`src/rtl/mult_seq_ctrl.sv`:
```
// Sequencer for a downstream shift-add multiplier: queues operand pairs, issues one
// job at a time, captures the product with a handshake and aborts jobs that never finish.
module mult_seq_ctrl #(
   parameter int N       = 8,
   parameter int DEPTH   = 4,
   parameter int TIMEOUT = 2*N+4
) (
   input  logic           clk,
   input  logic           rst,
   input  logic           in_valid,
   output logic           in_ready,
   input  logic [N-1:0]   in_a,
   input  logic [N-1:0]   in_b,
   output logic           mul_start,
   output logic [N-1:0]   mul_multiplicand,
   output logic [N-1:0]   mul_multiplier,
   input  logic [2*N-1:0] mul_product,
   input  logic           mul_done,
   output logic           out_valid,
   input  logic           out_ready,
   output logic [2*N-1:0] out_product,
   output logic           busy,
   output logic           timeout_err
);

   localparam int AW = $clog2(DEPTH);
   localparam int CW = $clog2(TIMEOUT+1);

   typedef enum logic [1:0] {IDLE, ISSUE, WAIT, HOLD} state_t;

   state_t          state, state_nx;
   logic [2*N-1:0]  fifo_mem [DEPTH];
   logic [AW:0]     wr_ptr, rd_ptr;
   logic [2*N-1:0]  head;
   logic            empty, full, push, pop;
   logic [CW-1:0]   wait_cnt;
   logic            done_ok, expired;

   // Pointers carry one extra wrap bit so full and empty are distinguishable.
   assign empty    = (wr_ptr == rd_ptr);
   assign full     = (wr_ptr[AW] != rd_ptr[AW]) && (wr_ptr[AW-1:0] == rd_ptr[AW-1:0]);
   assign in_ready = !full;
   assign push     = in_valid && !full;
   assign pop      = (state == IDLE) && !empty;
   assign head     = fifo_mem[rd_ptr[AW-1:0]];

   // A done seen in the first WAIT cycle belongs to the previous job.
   assign done_ok  = (state == WAIT) && (wait_cnt != '0) && mul_done;
   assign expired  = (state == WAIT) && (wait_cnt == CW'(TIMEOUT-1));

   assign mul_start = (state == ISSUE);
   assign busy      = (state != IDLE) || !empty;

   always_ff @(posedge clk) begin
      if (rst) state <= IDLE;
      else     state <= state_nx;
   end

   always_comb begin
      state_nx = state;
      case (state)
         IDLE:  if (!empty) state_nx = ISSUE;
         ISSUE: state_nx = WAIT;
         WAIT: begin
            if (done_ok)      state_nx = HOLD;
            else if (expired) state_nx = IDLE;
         end
         HOLD:  if (out_ready) state_nx = IDLE;
         default: state_nx = IDLE;
      endcase
   end

   always_ff @(posedge clk) begin
      if (push) fifo_mem[wr_ptr[AW-1:0]] <= {in_a, in_b};
   end

   always_ff @(posedge clk) begin
      if (rst) begin
         wr_ptr           <= '0;
         rd_ptr           <= '0;
         mul_multiplicand <= '0;
         mul_multiplier   <= '0;
         wait_cnt         <= '0;
         out_valid        <= 1'b0;
         out_product      <= '0;
         timeout_err      <= 1'b0;
      end else begin
         if (push) wr_ptr <= wr_ptr + (AW+1)'(1);
         if (pop) begin
            rd_ptr           <= rd_ptr + (AW+1)'(1);
            mul_multiplicand <= head[2*N-1:N];
            mul_multiplier   <= head[N-1:0];
         end
         if (state == ISSUE) wait_cnt <= '0;
         else if (state == WAIT) wait_cnt <= wait_cnt + CW'(1);
         if (done_ok) begin
            out_product <= mul_product;
            out_valid   <= 1'b1;
         end else if (state == HOLD && out_ready) begin
            out_valid <= 1'b0;
         end
         if (expired && !done_ok) timeout_err <= 1'b1;
      end
   end

endmodule

```
`config.mk`:
```
export PLATFORM = sky130hd
export DESIGN_NAME = mult_seq_ctrl
export DESIGN_NICKNAME = d
export VERILOG_FILES = /design/src/rtl/mult_seq_ctrl.sv
export SDC_FILE = /design/constraint.sdc
export NUM_CORES = 1
export LEC_CHECK = 0
export BUFFER_PORTS_ARGS = -buffer_cell sky130_fd_sc_hd__buf_2
export CAP_MARGIN = 0
export CORE_MARGIN = 3
export CORE_UTILIZATION = 30
export CTS_CLUSTER_SIZE = 24
export DETAILED_ROUTE_END_ITERATION = 16
export HOLD_SLACK_MARGIN = 0.15
export PLACE_DENSITY = 0.46
export SLEW_MARGIN = 10
export SYNTH_ARGS = -nofsm -noshare
export SYNTH_HDL_FRONTEND = slang
export SYNTH_SLANG_ARGS = --single-unit
export TNS_END_PERCENT = 1
```
`constraint.sdc`:
```
create_clock -name clk -period 2 [get_ports clk]
set_clock_uncertainty 0.15 [all_clocks]
set_input_delay 0.3 -clock clk [delete_from_list [all_inputs] [get_ports clk]]
set_output_delay 0.3 -clock clk [all_outputs]
set_load 0.01 [all_outputs]
```
==> results_dict.tcl, run 1 <==
set metrics [dict create \
    synth_ff_type "edfxtp_1" \
    cp.required_ps 1550 \
    synth_top_cell_area_share_pct 42.68 \
    crit_path_top_delay_cell "dfxtp_4" \
    clk_pin_slew_ps 70 \
    report.final.slew_viol_count 0 \
    viasPerCell 4.723 \
    wire_per_inst_um 15.55 \
    syn_to_final_growth_pct 31.40 \
    gp_congestion 0.7353 \
    grt_first_pass_wirelength_um 16150 \
    holdWs_ps 228.5 \
    internal_power_mw 4.723 \
    synth_edf_count 64 \
    slowest_delay_ps 370 \
    cts_sinks 111 \
    die_area_um2 16520 \
    dr.pass1.iters 4 \
    critPathLaunchType "register" \
    cts-root-buf "clkbuf_16" \
    dp_hpwl_um 6729 \
    fmax_mhz 507.1 \
    dp_cells 590 \
    netlist_area_um2 4503 \
    power_frac_seq_pct 42.1 \
    pwr-share-clk_pct 28.8 \
    hp-class "in -> reg" \
    antenna_left 0 \
    worstMarginPinSlew_ps 717.1 \
    grt_max_degree 23 \
    synth_seq_area_share_pct 63.57 \
    rsz0062_at_grt "yes" \
    finalSetupViolations 0 \
    cts_buffers 9 \
    ys_types 47 \
    reg2reg_from "rd_ptr[2]" \
    nFillCells 1367 \
    multi_input_area_um2 1524 \
    tritoncts "done" \
    path_class "reg -> out" \
    worstPathArrival_ps 1520 \
    port_buffers 73 \
    yosysTopAreaCell "edfxtp_1" \
    combinationalPowerShare_pct 29.1 \
    synth.area.top_cells "edfxtp_1, dfxtp_1, mux4_2" \
    yosys_warnings 0 \
    avgSynthCellArea_um2 13.69 \
    cp_max_fo 5 \
    ys_seq_elements 111 \
    peakVddDrop_mv 0.6287 \
    synth_nets 373 \
    hold_start "rst" \
    swShare_pct 29.12 \
    cp-startpoint "rd_ptr[1]" \
    grt_pass1_vias 3103 \
    path_cells "xor2_4, buf_6, or3_4, buf_6" \
    synthArstFlopShare_pct 0 \
    vias 3032 \
    cp-end-kind "output pin" \
    drive_gt1_share_pct 31.00 \
    fin_nets 497 \
    power_density_nw_per_um2 1126 \
    post-route-util_pct 40.56 \
    cts_max_level 3 \
    track_usage_pct 12.72 \
    coreArea_um2 14590 \
    antenna_found_initial 0 \
    p_switching_mw 1.940 \
    outcome "complete, no violations" \
    layout.cells.non_filler 642 \
    seq_area_um2 2875 \
    clockBufferDepth 2 \
    start_util_pct 30.87 \
    ios 74 \
    num_rows 44 \
    die_w_um 128.5 \
    drc 0 \
    crit_family "flip-flops" \
    path_common_cell "buf_6" \
    wl_um 9984 \
    period_needed_ps 1972 \
    syn_inst 329 \
    grt_overflow_total 0 \
    leakage_nw 2.301 \
    hold_violations 0 \
    clk_latency_ps 350 \
    fin_crit_sh_pct 98.60 \
    drt_iter0_drc 168 \
    critPathBufInv 2 \
    worst-r2r-setup-slack_ps 120 \
    maxSlewHeadroom_pct 51.99 \
    die_y_um 128.5 \
    antenna_cells 0 \
    maxCapViolCount 0 \
]
[Yosys cell counts, drive strengths merged (2+ instances only)]
| master | count |
|---|---|
| buf | 9 |
| nor4bb | 2 |
| dfxtp | 47 |
| nand3 | 18 |
| or3 | 3 |
| nor4b | 2 |
| a21oi | 21 |
| nor2 | 7 |
| nand2 | 43 |
| mux2 | 2 |
| nor2b | 3 |
| and2 | 4 |
| o31a | 2 |
| xor2 | 4 |
| nand3b | 3 |
| mux4 | 16 |
| ha | 7 |
| xnor2 | 2 |
| clkbuf | 11 |
| inv | 7 |
| edfxtp | 64 |
| o21ai | 18 |
| o31ai | 2 |
| mux2i | 18 |
[power groups by stage]
stage	clock, mW	sequential [mW]	combinational (mW)
after floorplan	0	2.83	1.29
after global placement	0	2.84	1.86
after detailed placement	0	2.85	1.87
after CTS	2.00	2.80	1.93
after global routing	2.10	2.84	2.14
final	1.92	2.81	1.94
[flip-flops by register name (all words and copies together), names as in the netlist]
signal and cells:
fifo_mem 64, out_product 16, mul_multiplicand 8, mul_multiplier 8, wait_cnt 5, rd_ptr 3
wr_ptr 3, state 2, out_valid 1, timeout_err 1
[layer usage]
layer  part of all wire (%)  global-route usage (%)  vias to the layer above
met1                     46                   16.27                     1482
met3                    4.2                   3.155                       14
met5                      0                       0                        -
li1                       -                       -                     1473
met2                     48                   20.75                       63
met4                    1.6                   5.188                        0
[worst paths after layout]
kind,cells after the start,endpoint
worst max-delay path,4,in_ready
worst min-delay path,2,out_product[9]
worst max register to register,4,fifo_mem[1][10]
worst min register to register,2,mul_multiplier[3]
[repair_timing]
item	in CTS	in global routing
gates resized for setup	4	9
endpoints found under the setup margin	18	2
gates cloned	0	0
buffers inserted	0	2
endpoints found under the hold margin	83	0
hold buffers	34	0
[through the flow]
step	instance area (um^2)	worst slack (ps)	total power [mW]	TNS, ps
finish	5917	28.08	6.664	0
global route	5917	-16.55	7.081	-16.55
CTS	5869	-33.79	6.736	-34.88
detailed placement	5195	-140.0	4.717	-1470
global placement	5195	-44.29	4.702	-612.4
floorplan	4504	-27.49	4.119	-1320
[cell type report]
| cell class | count | area share [%] |
|---|---|---|
| clock buffer | 9 | 3.806 |
| clock inverter | 7 | 1.628 |
| inverter | 7 | 0.4441 |
| multi-input combinational | 191 | 25.76 |
| sequential | 111 | 48.59 |
| tap | 184 | 3.891 |
| timing repair buffer | 133 | 15.88 |
[cells by family after synthesis]
kind of cell,share of synthesized area (%)
AO/OA/AOI/OAI,7.030
flip-flops,63.57
adder cells (fa/ha/maj),1.945
multiplexers,12.84
buffers and inverters,3.029
XOR/XNOR,1.751
AND/OR/NAND/NOR,9.836
[cells in the final DEF, fill, tap and decap left out, types with 12 or more instances in the layout]
master         Yosys  routed
nand3_1           18      18
dlygate4sd3_1      0      34
nand2_1           43      43
o21ai_0           18      18
mux2i_1           18      18
dfxtp_1           47      43
mux4_2            12      12
a21oi_1           21      21
buf_4              1      22
edfxtp_1          64      64
buf_2              4      72
No activity file was read; power rests on OpenSTA's default activity.
==> run 2: changes to the inputs <==
--- a/config.mk
+++ b/config.mk
@@ -12,9 +12,9 @@
 export CTS_CLUSTER_SIZE = 24
 export DETAILED_ROUTE_END_ITERATION = 16
 export HOLD_SLACK_MARGIN = 0.15
-export PLACE_DENSITY = 0.46
+export PLACE_DENSITY = 0.61
 export SLEW_MARGIN = 10
 export SYNTH_ARGS = -nofsm -noshare
 export SYNTH_HDL_FRONTEND = slang
 export SYNTH_SLANG_ARGS = --single-unit
-export TNS_END_PERCENT = 1
+export TNS_END_PERCENT = 30
==> results_dict.tcl, run 2 (synthesis results as in run 1) <==
set metrics [dict create \
    crit_path_top_delay_cell "dfxtp_4" \
    period_needed_ps 1935 \
    coreArea_um2 14590 \
    gp_congestion 0.8155 \
    tns_ps 0 \
    drive_gt1_share_pct 30.44 \
    maxCapViolCount 0 \
    drc 0 \
    leakage_nw 2.252 \
    critPathLaunchType "register" \
    post-route-util_pct 40.05 \
    vias 2952 \
    viasPerCell 4.656 \
    wire_per_inst_um 14.89 \
    port_buffers 73 \
    grt_max_degree 38 \
    grt_first_pass_wirelength_um 15050 \
    cp.required_ps 1550 \
    track_usage_pct 11.63 \
    grt_pass1_vias 3000 \
    maxSlewHeadroom_pct 52.42 \
    worst-r2r-cell-count 4 \
    fmax_mhz 516.9 \
    cp-startpoint "rd_ptr[0]" \
    num_rows 44 \
    clk_pin_slew_ps 70 \
    total_power_mw 6.431 \
    fin_crit_sh_pct 96.73 \
    drt_iter0_drc 153 \
    grt_overflow_total 0 \
    die_area_um2 16520 \
    layout_commonest_cell "buf_2" \
    hold_violations 0 \
    cts-root-buf "clkbuf_16" \
    power_density_nw_per_um2 1101 \
    slowest_delay_ps 360 \
    worst-r2r-setup-slack_ps 140 \
    tritoncts "done" \
    rr_endpoint "fifo_mem[1][9]" \
    worstPathArrival_ps 1480 \
    path_class "reg -> out" \
    antenna_left 0 \
    cts_setup_buffers 0 \
    syn_to_final_growth_pct 29.76 \
    cts_buffers 9 \
    dp_cells 587 \
    final_cell_mix "buf_2, edfxtp_1, nand2_1" \
    start_util_pct 30.87 \
    hp-class "in -> reg" \
    reg2reg_from "wr_ptr[1]" \
    cts_max_level 3 \
    die_y_um 128.5 \
    design_area_um2 5843 \
    dp_hpwl_um 6561 \
    clockBufferDepth 2 \
    antenna_found_initial 0 \
    holdWs_ps 167.3 \
    peakVddDrop_mv 0.4919 \
    cp_max_fo 6 \
    cp-end-kind "output pin" \
    report.final.slew_viol_count 0 \
    worstMarginPinSlew_ps 710.6 \
    rsz0062_at_grt "no" \
    cts_sinks 111 \
    path_common_cell "buf_6" \
    wl_um 9440 \
    dpl_cell_area_um2 5186 \
    layout.cells.non_filler 634 \
    dr.pass1.iters 4 \
    place_ws_ps -97.72 \
    path_cells "xor2_2, buf_6, or3_4, buf_6" \
    finalSetupViolations 0 \
    antenna_cells 0 \
    critPathCapture "in_ready" \
    nFillCells 1342 \
    setup_slack_ps 65.32 \
    outcome "complete, no violations" \
    ios 74 \
    die_w_um 128.5 \
    largest_reg_flops 64 \
    clk_latency_ps 340 \
    fin_nets 489 \
    hold_depth 3 \
]
-- run 2: changes by cell type in the layout (fill, tap and decap cells not counted), moves of 2 or more --
cell	before	now
buf_4	22	16
clkbuf_1	0	3
clkinv_2	2	0
dfxtp_1	43	41
dfxtp_2	1	4
dlygate4sd3_1	34	32
-- run 2: repair_timing --
item                                    4_1_cts  5_1_grt
pin swaps                                     0        1
hold buffers                                 32        0
endpoints found under the setup margin       18       15
gates resized for setup                       8        8
endpoints found under the hold margin        80        0
-- run 2: worst max-delay path, delay by kind of cell, from the launching register on --
family | cells | cell delay, ps
flip-flops | 1 | 360
AND/OR/NAND/NOR | 1 | 340
XOR/XNOR | 1 | 180
buffers and inverters | 2 | 270
-- run 2: how the worst min path moves through the flow --
stage                   startpoint                  end
2_1_floorplan              in_b[0]       fifo_mem[0][0]
3_3_place_gp   mul_multiplicand[2]  mul_multiplicand[2]
3_5_place_dp     mul_multiplier[3]    mul_multiplier[3]
4_1_cts                  out_ready            out_valid
5_1_grt                   in_valid            wr_ptr[2]
6_report                  in_valid            wr_ptr[2]
-- run 2: final cells by class --
cell class | instances | area (um^2) | area share (%)
clock inverters | 4 | 57.56 | 0.9850
repair buffers | 125 | 883.3 | 15.12
clock buffers | 12 | 236.5 | 4.047
multi-input cells | 191 | 1534 | 26.25
well taps | 184 | 230.2 | 3.940
flip-flops and latches | 111 | 2875 | 49.21
inverters | 7 | 26.28 | 0.4497
-- run 2: where the power goes --
group / internal [mW] / leakage [nW] / total (mW) / switching, mW
logic: 0.917 / 1.14 / 1.89 / 0.969
registers: 2.67 / 0.973 / 2.80 / 0.130
clock network: 0.984 / 0.139 / 1.75 / 0.765
-- run 2: metal layers --
metal  global-route usage (%)  wire [um]  vias to the layer above
li1                         -          -                     1443
met1                    15.08       4242                     1456
met2                    19.71       4790                       48
met3                    2.864        345                        5
met4                    2.779         61                        0
met5                        0          0                        -
==> run 3: changes to the inputs <==
--- a/config.mk
+++ b/config.mk
@@ -5,6 +5,7 @@
 export SDC_FILE = /design/constraint.sdc
 export NUM_CORES = 1
 export LEC_CHECK = 0
+export ABC_AREA = 1
 export BUFFER_PORTS_ARGS = -buffer_cell sky130_fd_sc_hd__buf_2
 export CAP_MARGIN = 0
 export CORE_MARGIN = 3
==> results_dict.tcl, run 3 <==
set metrics [dict create \
    worst-r2r-cell-count 7 \
    internal_power_mw 4.255 \
    power_frac_seq_pct 44.6 \
    maxCapViolCount 0 \
    grt_first_pass_wirelength_um 15320 \
    synth_common_cells "nor2_1, o21ai_0, edfxtp_1, dfxtp_1, inv_1" \
    dp_hpwl_um 6092 \
    syn_inst 431 \
    drive_gt1_share_pct 21.36 \
    die_area_um2 16130 \
    yosys_warnings 0 \
    worst-r2r-setup-slack_ps 150 \
    fin_crit_sh_pct 94.52 \
    fin_nets 582 \
    largest_reg_flops 64 \
    fmax_mhz 529.0 \
    ys_seq_elements 111 \
    cts_max_level 3 \
    cts-root-buf "clkbuf_16" \
    coreArea_um2 14100 \
    avgSynthCellArea_um2 10.19 \
    netlist_area_um2 4392 \
    port_buffers 73 \
    layout_commonest_cell "nor2_1" \
    dpl_cell_area_um2 4972 \
    viasPerCell 4.445 \
    drt_iter0_drc 160 \
    nFillCells 1358 \
    power_density_nw_per_um2 1135 \
    start_util_pct 31.16 \
    worst-path-stages 5 \
    p_switching_mw 2.121 \
    path_class "reg -> out" \
    drc 0 \
    cts_setup_buffers 0 \
    clk_latency_ps 350 \
    tritoncts "done" \
    cp-startpoint "wr_ptr[0]" \
    grt_pass1_vias 3156 \
    cp_max_fo 5 \
    synth_nets 475 \
    ios 74 \
    hp-class "reg -> reg" \
    report.final.slew_viol_count 0 \
    finalSetupViolations 0 \
    peakVddDrop_mv 0.5051 \
    tns_ps 0 \
    cp-end-kind "output pin" \
    vias 3214 \
    crit_path_top_delay_cell "dfxtp_1" \
    maxSlewHeadroom_pct 70.41 \
    path_common_cell "nand2_2" \
    slowest_delay_ps 350 \
    yosysTopAreaCell "edfxtp_1" \
    cts_buffers 9 \
    antenna_left 0 \
    wire_per_inst_um 13.06 \
    synth_seq_area_share_pct 65.19 \
    die_y_um 127.0 \
    synthArstFlopShare_pct 0 \
    rr_endpoint "fifo_mem[3][13]" \
    period_needed_ps 1890 \
    design_area_um2 5615 \
    grt_overflow_total 0 \
    dp_cells 672 \
    syn_to_final_growth_pct 27.86 \
    dr.pass1.iters 4 \
    track_usage_pct 11.96 \
    place_ws_ps 115.8 \
    synth_top_cell_area_share_pct 43.76 \
    worstPathArrival_ps 1440 \
    wl_um 9442 \
    reg2reg_from "wr_ptr[0]" \
    cp.required_ps 1550 \
    rsz0062_at_grt "yes" \
    gp_congestion 0.7940 \
    swShare_pct 33.26 \
    layout.cells.non_filler 723 \
    total_power_mw 6.376 \
    seq_area_um2 2863 \
    die_w_um 127.0 \
    clk_pin_slew_ps 70 \
    grt_max_degree 35 \
    synth_edf_count 64 \
    leakage_nw 2.233 \
    final_cell_mix "nor2_1, o21ai_0, buf_2" \
    combinationalPowerShare_pct 28.1 \
    pwr-share-clk_pct 27.3 \
    worstMarginPinSlew_ps 442.3 \
    clockBufferDepth 2 \
    setup_slack_ps 109.5 \
    antenna_found_initial 0 \
    synth.area.top_cells "edfxtp_1, dfxtp_1, nor2_1" \
    cts_sinks 111 \
    path_cells "inv_1, nand2_2, nand2_2, nand4_1, buf_2" \
    critPathLaunchType "register" \
    outcome "complete, no violations" \
    synth_ff_type "edfxtp_1" \
    ys_types 28 \
    num_rows 43 \
    hold_violations 0 \
    crit_family "buffers and inverters" \
    antenna_cells 0 \
    critPathCapture "busy" \
    critPathBufInv 2 \
    yosysMostFrequentCell "nor2_1" \
    multi_input_area_um2 1315 \
]
run 3: area by class of cell:
type                       count  area share (%)
sequential                   111           50.98
multi-input combinational    278           23.42
timing repair buffer         117           14.84
clock buffer                  12           4.568
tap                          180           4.011
inverter                      21           1.582
clock inverter                 4          0.6016
run 3: worst min-delay path, stage by stage (launching register included):
cell,delay (ps)
dfxtp_1,310
nand2_1,60
a21oi_1,50
run 3: per-stage QoR:
| step | hold WS (ps) | util [%] |
|---|---|---|
| after floorplan | 219.1 | - |
| after global placement | 299.8 | 35.27 |
| after detailed placement | 304.5 | 35.27 |
| after CTS | 317.7 | 39.82 |
| after global routing | 363.5 | 39.84 |
| final | 314.8 | 39.84 |
run 3: worst min-delay path by stage:
stage | from | end | slack, ps | cells past startpoint
floorplan | rst | out_valid | 220 | 1
global placement | out_valid | out_valid | 300 | 2
detailed placement | timeout_err | timeout_err | 300 | 2
CTS | out_valid | out_valid | 320 | 2
global route | out_product[1] | out_product[1] | 360 | 2
finish | out_valid | out_valid | 310 | 2
run 3: cell families (layout without fill, tap and decap cells):
| logic type | Yosys count | in the layout | synth area share (%) |
|---|---|---|---|
| and+or+nand+nor | 174 | 174 | 16.24 |
| DFF | 111 | 111 | 65.19 |
| xor gates and xnor gates | 5 | 5 | 1.168 |
| adders and majority gates | 7 | 7 | 1.994 |
| buffers and inverters | 42 | 154 | 4.929 |
| AOI/OAI and AO/OA | 92 | 92 | 10.48 |
run 3: metal layers:
metal	vias to the layer above	share of wire, %	GRT usage, %
met3	11	5.5	3.721
met1	1471	47	15.23
li1	1655	-	-
met4	0	1.2	3.596
met5	-	0	0
met2	77	46	19.61
run 3: what timing repair did:
item / in CTS / in global routing
hold buffers: 35 / 0
endpoints found under the setup margin: 0 / 51
hold endpoints to repair: 84 / 0
resized for setup: 0 / 1
run 3: power groups by stage:
| stage | sequential, mW | combinational (mW) | clock (mW) |
|---|---|---|---|
| final | 2.85 | 1.79 | 1.74 |
| after CTS | 2.85 | 1.82 | 1.81 |
| after global placement | 2.89 | 1.72 | 0 |
| after global routing | 2.88 | 2.04 | 1.91 |
| after floorplan | 2.93 | 1.25 | 0 |
| after detailed placement | 2.90 | 1.76 | 0 |
